[src/rtl/router_pkt_tx_pkg.sv]
// Shared types and helpers for the router packet transmitter.
// Header layout is {len[5:0], addr[1:0]}.
package router_pkt_tx_pkg;

  localparam int HDR_LEN_W  = 6;
  localparam int HDR_ADDR_W = 2;
  localparam int DATA_W     = 8;

  typedef enum logic [2:0] {
    S_IDLE,
    S_HEADER,
    S_PAYLOAD,
    S_PARITY,
    S_DONE
  } state_e;

  function automatic logic [DATA_W-1:0] hdr_pack(
    input logic [HDR_LEN_W-1:0]  len,
    input logic [HDR_ADDR_W-1:0] addr
  );
    return {len, addr};
  endfunction

endpackage

[src/rtl/router_tx_buf.sv]
// Payload byte buffer: sequential write pointer, random read index,
// occupancy count and full flag.
module router_tx_buf
  import router_pkt_tx_pkg::*;
#(
  parameter int DEPTH = 63
) (
  input  logic                 clock,
  input  logic                 resetn,
  input  logic                 wr_i,
  input  logic [DATA_W-1:0]    wdata_i,
  input  logic                 clr_i,
  input  logic [HDR_LEN_W-1:0] rd_idx_i,
  output logic [DATA_W-1:0]    rd_data_o,
  output logic [HDR_LEN_W-1:0] count_o,
  output logic                 full_o
);

  logic [DATA_W-1:0]    mem_q [DEPTH];
  logic [HDR_LEN_W-1:0] count_q;
  logic                 wr_ok;

  assign full_o    = (count_q == HDR_LEN_W'(DEPTH));
  assign wr_ok     = wr_i && !full_o;
  assign count_o   = count_q;
  assign rd_data_o = mem_q[rd_idx_i];

  always_ff @(posedge clock) begin
    if (!resetn) begin
      count_q <= '0;
    end else if (clr_i) begin
      count_q <= '0;
    end else if (wr_ok) begin
      count_q <= count_q + HDR_LEN_W'(1);
    end
  end

  // Storage needs no reset: count_q alone decides what is valid.
  always_ff @(posedge clock) begin
    if (wr_ok) begin
      mem_q[count_q] <= wdata_i;
    end
  end

endmodule

[src/rtl/router_pkt_tx.sv]
// Packet source for the router input port: header, payload and parity
// framed with pkt_valid, stalling on rtr_busy.
module router_pkt_tx
  import router_pkt_tx_pkg::*;
#(
  parameter int DEPTH = 63
) (
  input  logic                  clock,
  input  logic                  resetn,
  input  logic                  pay_wr,
  input  logic [DATA_W-1:0]     pay_wdata,
  input  logic                  start,
  input  logic [HDR_ADDR_W-1:0] dest_addr,
  input  logic                  inject_err,
  input  logic                  rtr_busy,
  output logic [DATA_W-1:0]     data_out,
  output logic                  pkt_valid,
  output logic                  tx_active,
  output logic [HDR_LEN_W-1:0]  buf_count,
  output logic                  buf_full,
  output logic                  done
);

  state_e               state_q;
  logic [HDR_LEN_W-1:0] len_q;
  logic [HDR_LEN_W-1:0] idx_q;
  logic                 err_q;
  logic [DATA_W-1:0]    par_q;
  logic [DATA_W-1:0]    dout_q;
  logic                 pv_q;
  logic                 act_q;
  logic                 done_q;

  logic                 buf_wr;
  logic                 buf_clr;
  logic [HDR_LEN_W-1:0] rd_idx;
  logic [DATA_W-1:0]    rd_data;
  logic [DATA_W-1:0]    par_d;
  logic [DATA_W-1:0]    hdr_d;

  assign buf_wr  = pay_wr && !start && (state_q == S_IDLE);
  assign buf_clr = (state_q == S_PARITY) && !rtr_busy;
  // Prefetch the byte that follows the one currently on data_out.
  assign rd_idx  = (state_q == S_HEADER) ? '0 : idx_q + HDR_LEN_W'(1);
  assign par_d   = par_q ^ dout_q;
  assign hdr_d   = hdr_pack(buf_count, dest_addr);

  router_tx_buf #(.DEPTH(DEPTH)) u_buf (
    .clock     (clock),
    .resetn    (resetn),
    .wr_i      (buf_wr),
    .wdata_i   (pay_wdata),
    .clr_i     (buf_clr),
    .rd_idx_i  (rd_idx),
    .rd_data_o (rd_data),
    .count_o   (buf_count),
    .full_o    (buf_full)
  );

  always_ff @(posedge clock) begin
    if (!resetn) begin
      state_q <= S_IDLE;
      len_q   <= '0;
      idx_q   <= '0;
      err_q   <= 1'b0;
      par_q   <= '0;
      dout_q  <= '0;
      pv_q    <= 1'b0;
      act_q   <= 1'b0;
      done_q  <= 1'b0;
    end else begin
      unique case (state_q)
        S_IDLE: begin
          if (start && buf_count != '0) begin
            state_q <= S_HEADER;
            len_q   <= buf_count;
            err_q   <= inject_err;
            dout_q  <= hdr_d;
            par_q   <= hdr_d;
            pv_q    <= 1'b1;
            act_q   <= 1'b1;
          end
        end
        S_HEADER: begin
          if (!rtr_busy) begin
            state_q <= S_PAYLOAD;
            idx_q   <= '0;
            dout_q  <= rd_data;
          end
        end
        S_PAYLOAD: begin
          if (!rtr_busy) begin
            par_q <= par_d;
            if (idx_q == len_q - HDR_LEN_W'(1)) begin
              state_q <= S_PARITY;
              dout_q  <= err_q ? ~par_d : par_d;
              pv_q    <= 1'b0;
            end else begin
              idx_q  <= idx_q + HDR_LEN_W'(1);
              dout_q <= rd_data;
            end
          end
        end
        S_PARITY: begin
          if (!rtr_busy) begin
            state_q <= S_DONE;
            dout_q  <= '0;
            act_q   <= 1'b0;
            done_q  <= 1'b1;
          end
        end
        S_DONE: begin
          state_q <= S_IDLE;
          done_q  <= 1'b0;
        end
        default: state_q <= S_IDLE;
      endcase
    end
  end

  assign data_out  = dout_q;
  assign pkt_valid = pv_q;
  assign tx_active = act_q;
  assign done      = done_q;

endmodule

[config.mk]
export PLATFORM = sky130hd
export DESIGN_NAME = router_pkt_tx
export DESIGN_NICKNAME = d
export VERILOG_FILES = /design/src/rtl/router_pkt_tx_pkg.sv /design/src/rtl/router_tx_buf.sv /design/src/rtl/router_pkt_tx.sv
export SDC_FILE = /design/constraint.sdc
export NUM_CORES = 1
export LEC_CHECK = 0
export CAP_MARGIN = 20
export CORE_ASPECT_RATIO = 1.25
export CORE_MARGIN = 4
export CORE_UTILIZATION = 46
export DETAILED_ROUTE_END_ITERATION = 12
export PLACE_DENSITY_LB_ADDON = 0.15
export SYNTH_ARGS = -nofsm -noshare
export SYNTH_HDL_FRONTEND = slang
export SYNTH_HIERARCHICAL = 1
export SYNTH_SLANG_ARGS = --single-unit
[constraint.sdc]
create_clock -name clock -period 4.3 [get_ports clock]
set_input_delay 0.86 -clock clock [delete_from_list [all_inputs] [get_ports clock]]
set_output_delay 0.86 -clock clock [all_outputs]
set_load 0.05 [all_outputs]
==> flow_summary.yaml, run 1 <==
status:
  outcome: "complete, no violations"
place:
  place_area_sq_mm: 0.02386
  gp_congestion: 0.8185
  portBuffers: 33
  dp.final_hpwl_um: 34730
synthesis:
  ys_ff_latch: 545
  yosys.area_share.xor_xnor: 0.01102
  synthTopCellsByArea: "edfxtp_1, mux4_2, dfxtp_1"
  synth_top_family_by_area: "multiplexers"
  yosysTopAreaCellShare: 0.6798
  synthMuxAreaShare: 0.1406
  yosysTopAreaCell: "edfxtp_1"
  synth_fp_nets: 1277
  syn_area_sq_mm: 0.02226
  synth_fa_ha_area_frac: 0.001686
  syn_area_per_cell_sq_um: 17.70
  synth_cells: 1258
  yosysSeqAreaShare: 0.7167
  yosysWarnings: 6
  synth_simple_gate_area_share: 0.05766
  ys.flop_type: "edfxtp_1"
  synth.distinct_cells: 58
  async_reset_ff_frac: 0
  synth-compound-area-share: 0.05260
  synth_edf_count: 504
cts:
  cts-hold-fix-buffers: 0
  numCtsBuffers: 53
  cts_resized: 0
  tritoncts: "yes"
  cts_buffer_depth: 3
  htreeDepth: 2
  tritoncts_num_sinks: 545
  clk_latency_ns: 0.60
  clkTransAtPathRegs_ns: 0.06
  post_cts_buffers: 0
  cts_root_buf: "clkbuf_16"
worst_setup_path:
  critPathLaunchType: "flop"
  crit_arrival_ns: 4.23
  max_stage_delay_ns: 0.71
  crit_fanout: 17
  crit_chain: "inv_1 -> and3_1 -> nor2_4 -> buf_12 -> mux4_2 -> mux2i_1 -> mux2i_1 -> a222oi_1 -> nand2_1 -> nand2_1 -> o221ai_1"
  critical_path_required_ns: 4.77
  slowest_stage: "nor2_4"
  crit_path_start: "state_q[1]"
  cp-end-kind: "flop"
  worst_r2r_startpoint: "state_q[1]"
  worst-setup-path-type: "reg -> reg"
global_routing:
  grt_pass1_wl_um: 79110
  grtUsageTotal: 0.2051
  antenna_found_initial: 0
  gr-total-overflow: 0
  grt_max_degree: 64
  first_global_vias: 12175
sta:
  maxClockFrequency_ghz: 0.2662
  worstMarginPinSlew_ns: 1.028
  rsz0062_at_grt: "no"
  finalSetupViolCount: 0
  fin_tns_setup_ns: 0
  period_needed_ns: 3.756
  min_period_over_period: 0.8736
  skew_ns: 0.03269
  final_max_slew_viol_count: 0
  final-hold-violation-count: 0
  relSlewSlack: 0.3148
layout:
  nets: 1407
  synthToLayoutAreaGrowth_pct: 14.85
  drive_above_1_share: 0.2200
  fin_area_sq_mm: 0.02557
floorplanning:
  die_x_um: 204.8
  dieHeight_um: 254.0
  num_io_pins: 34
  start_util: 0.4682
  rows: 89
  core_sq_mm: 0.04755
  die_area_sq_mm: 0.05200
routing:
  antenna_left: 0
  routedWlPerCell_um: 25.54
  remaining_drc_errors: 0
  finalWirelength_um: 52740
  dr_total_vias: 11976
  drt_iter0_markers: 1063
  first_pass_iters: 7
  viasPerCell: 5.800
power:
  totalPowerFinal_mw: 11.02
  p_leak_nw: 8.276
  power.density_mw_per_mm2: 431.1
  ir_worst_vdd_mv: 0.3382
worst_hold_path:
  worstHoldStart: "len_q[5]"
  min_path_type: "reg -> reg"
flow_run:
  drv_cap: 0
layout by cell type, fill, tap and decap left out, types with 5 or more instances in the layout:
| cell | n |
|---|---|
| edfxtp_1 | 504 |
| mux4_2 | 109 |
| buf_4 | 100 |
| nor2_1 | 95 |
| nand2_1 | 77 |
| clkbuf_16 | 54 |
| o21ai_0 | 44 |
| dfxtp_1 | 41 |
| mux2i_1 | 36 |
| clkdlybuf4s50_1 | 25 |
| a22oi_1 | 25 |
| a21oi_1 | 24 |
| xnor2_1 | 24 |
| nor2b_1 | 20 |
| nand3_1 | 14 |
| and2_1 | 13 |
| inv_1 | 12 |
| a211oi_1 | 12 |
| mux4_1 | 12 |
| o221ai_1 | 11 |
| clkinv_1 | 11 |
| clkbuf_1 | 11 |
| clkinv_2 | 10 |
| o211ai_1 | 9 |
| a21o_1 | 8 |
| nor3b_1 | 8 |
| or3_1 | 8 |
| nand2b_1 | 8 |
| buf_2 | 8 |
| buf_12 | 8 |
| and3_1 | 7 |
| nor3_1 | 6 |
| o31ai_1 | 6 |
| a21boi_0 | 5 |
| bufinv_16 | 5 |
metrics by stage:
step / utilization / hold slack [ns] / setup slack, ns / cells
4_1_cts: 0.5369 / 0.4812 / 0.5644 / 2062
5_1_grt: 0.5377 / 0.5056 / 0.3809 / 2064
3_3_place_gp: 0.5017 / 0.4737 / 0.6363 / 1967
6_report: 0.5377 / 0.4787 / 0.5437 / 2065
2_1_floorplan: - / 0.4561 / 1.242 / 1258
3_5_place_dp: 0.5019 / 0.4723 / 0.5901 / 1968
worst max-delay path, delay by kind of cell, from the launching register on:
| kind | cells | cell delay [ns] |
|---|---|---|
| muxes | 3 | 1.00 |
| AOI/OAI and AO/OA | 2 | 0.37 |
| and+or+nand+nor | 4 | 1.26 |
| buffers and inverters | 2 | 0.47 |
| DFF | 1 | 0.48 |
cells in the mapped netlist (4+ instances only):
cell      instances
edfxtp_1        504
nand2_1          77
mux4_1           12
xor2_1            4
buf_2            13
o221ai_1         11
mux2i_1          36
o21ai_2           4
nand3_1          14
xnor2_1          24
nor3_1            6
nand2b_1          8
o21ai_0          44
a21oi_1          25
nand3b_1          4
a211oi_1         12
a21o_1            8
nor3b_1           8
buf_1             6
and2_1           13
buf_4             9
mux4_2          109
and3_1            7
buf_6             8
nor2b_1          20
clkbuf_1         28
a22o_1            4
a21boi_0          5
nor2_1           98
or3_1             8
o211ai_1          9
dfxtp_1          41
o21ai_1           4
inv_1            12
a22oi_1          25
o31ai_1           6
cell families after synthesis:
group           Yosys count
mux                     157
fa+ha+maj                 3
flops                   545
xor+xnor                 28
simple gates            274
buf+inv                  79
compound gates          172
final cells by class:
type                    count  area (sq um)
repair buffers            141          1201
flip-flops and latches    545         15960
clock inverters            29         270.3
inverters                  13         48.80
clock buffers              65          1393
multi-input cells         634          5902
fillers                  3813         21980
well taps                 637         797.0
diodes                      1         2.502
registers in the layout, summed over array words and instances (netlist names):
name	flops
par_q	8
done	1
len_q	6
u_buf/count_o	6
pkt_valid	1
idx_q	6
tx_active	1
data_out	8
state_q	3
u_buf/mem_q	504
err_q	1
power by group:
group	total, mW	internal [mW]	switching [mW]
Clock	4.51	2.59	1.92
Combinational	0.675	0.278	0.397
Sequential	5.84	5.81	0.0314
path summary, 6_finish.rpt:
check                      to  cells after the start  slack [ns]
setup / recovery  data_out[7]                     11        0.54
hold / removal       len_q[5]                      2        0.48
setup reg to reg  data_out[7]                     11        0.54
hold reg to reg      len_q[5]                      2        0.48
layer usage:
| layer | global-route usage | up-vias | share of wire |
|---|---|---|---|
| met3 | 0.03267 | 96 | 0.052 |
| li1 | - | 5290 | - |
| met4 | 0.06894 | 0 | 0.033 |
| met1 | 0.2796 | 6243 | 0.42 |
| met5 | 0 | - | 0 |
| met2 | 0.3414 | 347 | 0.50 |
Power figures use the tool's default switching activity.
==> run 2: changes to the inputs <==
--- a/config.mk
+++ b/config.mk
@@ -10,6 +10,7 @@
 export CORE_MARGIN = 4
 export CORE_UTILIZATION = 46
 export DETAILED_ROUTE_END_ITERATION = 12
+export MAX_ROUTING_LAYER = met4
 export PLACE_DENSITY_LB_ADDON = 0.15
 export SYNTH_ARGS = -nofsm -noshare
 export SYNTH_HDL_FRONTEND = slang
==> flow_summary.yaml, run 2 (synthesis gave the netlist of run 1 again) <==
worst_setup_path:
  slowest_stage: "nor2_4"
  critPathLaunchType: "flop"
  worst-setup-path-type: "reg -> reg"
  crit_chain: "inv_1 -> and3_1 -> nor2_4 -> buf_4 -> mux4_2 -> mux2i_1 -> mux2i_1 -> a22oi_1 -> nand3_1 -> nand2_1 -> o221ai_1"
  critPathBufInv: 2
  r2r_slack_ns: 0.54
  crit_path_frequent_cell: "mux2i_1"
  path_delay_family: "simple AND/OR/NAND/NOR gates"
  crit_fanout: 14
  crit_arrival_ns: 4.24
  critical_path_required_ns: 4.77
  cp-end-kind: "flop"
  max_stage_delay_ns: 0.73
sta:
  rsz0062_at_grt: "no"
  hold_ws_ns: 0.4785
  period_needed_ns: 3.764
  fin_tns_setup_ns: 0
  skew_ns: 0.03374
  relSlewSlack: 0.3179
  worstMarginPinSlew_ns: 1.023
  min_period_over_period: 0.8754
  final-hold-violation-count: 0
  final_max_slew_viol_count: 0
  maxClockFrequency_ghz: 0.2657
  finalSetupViolCount: 0
power:
  ir_worst_vdd_mv: 0.3388
  p_leak_nw: 8.276
  power.density_mw_per_mm2: 431.1
cts:
  tritoncts_num_sinks: 545
  clk_latency_ns: 0.60
  clkTransAtPathRegs_ns: 0.06
  numCtsBuffers: 53
  cts_buffer_depth: 3
  cts-hold-fix-buffers: 0
  post_cts_buffers: 0
  cts_root_buf: "clkbuf_16"
  htreeDepth: 2
  tritoncts: "yes"
  cts_resized: 0
layout:
  synthToLayoutAreaGrowth_pct: 14.85
  seq_area_sq_mm: 0.01596
  largest_register_ff_count: 504
  top_register: "u_buf/mem_q"
  nets: 1407
  multi_input_area_sq_mm: 0.005902
  fill_cells: 3813
  layout_common_cells: "edfxtp_1, mux4_2, buf_4"
  layout_commonest_cell: "edfxtp_1"
  drive_above_1_share: 0.2200
floorplanning:
  core_sq_mm: 0.04755
  die_area_sq_mm: 0.05200
  num_io_pins: 34
  dieHeight_um: 254.0
  rows: 89
  start_util: 0.4682
  die_x_um: 204.8
place:
  dp.final_hpwl_um: 34730
  gp_congestion: 0.8307
  portBuffers: 33
global_routing:
  antenna_found_initial: 0
  gr-total-overflow: 0
  first_global_vias: 12140
  grt_max_degree: 64
  grt_pass1_wl_um: 79230
  grtUsageTotal: 0.2118
routing:
  finalWirelength_um: 52720
  routedWlPerCell_um: 25.53
  dr_total_vias: 11940
  antenna_left: 0
  first_pass_iters: 5
  viasPerCell: 5.782
  remaining_drc_errors: 0
  drt_iter0_markers: 1031
flow_run:
  drv_cap: 0
worst_hold_path:
  min_path_type: "reg -> reg"
status:
  outcome: "complete, no violations"
[run 2: cell counts in the layout (fill, tap and decap cells not counted)]
No cell type changed its count.
[run 2: area by class of cell]
cell class / count / area share
sequential: 545 / 0.6240
multi-input combinational: 634 / 0.2308
clock buffer: 65 / 0.05446
timing repair buffer: 141 / 0.04698
tap: 637 / 0.03117
clock inverter: 29 / 0.01057
inverter: 13 / 0.001908
antenna: 1 / 0.00009787
[run 2: final timing paths]
kind         cells after the start        from          end
min                              2    len_q[5]     len_q[5]
max reg2reg                     11  state_q[1]  data_out[0]
min reg2reg                      2    len_q[5]     len_q[5]
max                             11  state_q[1]  data_out[0]
[run 2: tightest hold or removal path, delay by kind of cell, from the launching register on]
kind / cells / cell delay [ns]
simple gates: 1 / 0.05
flops: 1 / 0.32
compound gates: 1 / 0.06
[run 2: report_power, final]
group / leakage (nW) / switching, mW / internal (mW)
Combinational: 2.60 / 0.397 / 0.278
Sequential: 4.86 / 0.0316 / 5.81
Clock: 0.813 / 1.92 / 2.59
Total: 8.28 / 2.35 / 8.67
[run 2: per-layer routing]
| layer | part of all wire | wire length, um | vias to the layer above | GRT usage |
|---|---|---|---|---|
| met5 | 0 | 0 | - | - |
| met4 | 0.034 | 1797 | 0 | 0.07143 |
| met1 | 0.41 | 21800 | 6180 | 0.2812 |
| li1 | - | - | 5294 | - |
| met3 | 0.055 | 2890 | 102 | 0.03229 |
| met2 | 0.50 | 26230 | 364 | 0.3400 |
[run 2: metrics by stage]
| step | power, mW | cell area (sq um) | std cells | worst slack (ns) | util |
|---|---|---|---|---|---|
| after floorplan | 6.394 | 22260 | 1258 | 1.242 | - |
| after global routing | 11.40 | 25570 | 2064 | 0.3782 | 0.5377 |
| final | 11.02 | 25570 | 2065 | 0.5357 | 0.5377 |
| after global placement | 6.622 | 23860 | 1967 | 0.6363 | 0.5017 |
| after detailed placement | 6.631 | 23860 | 1968 | 0.5901 | 0.5019 |
| after CTS | 11.14 | 25530 | 2062 | 0.5644 | 0.5369 |
==> run 3: changes to the inputs <==
--- a/config.mk
+++ b/config.mk
@@ -12,6 +12,7 @@
 export DETAILED_ROUTE_END_ITERATION = 12
 export MAX_ROUTING_LAYER = met4
 export PLACE_DENSITY_LB_ADDON = 0.15
+export SETUP_SLACK_MARGIN = 0.3
 export SYNTH_ARGS = -nofsm -noshare
 export SYNTH_HDL_FRONTEND = slang
 export SYNTH_HIERARCHICAL = 1
==> results of run 3 <==
Same layout as run 2: the final DEF is identical, and so are final timing and power.
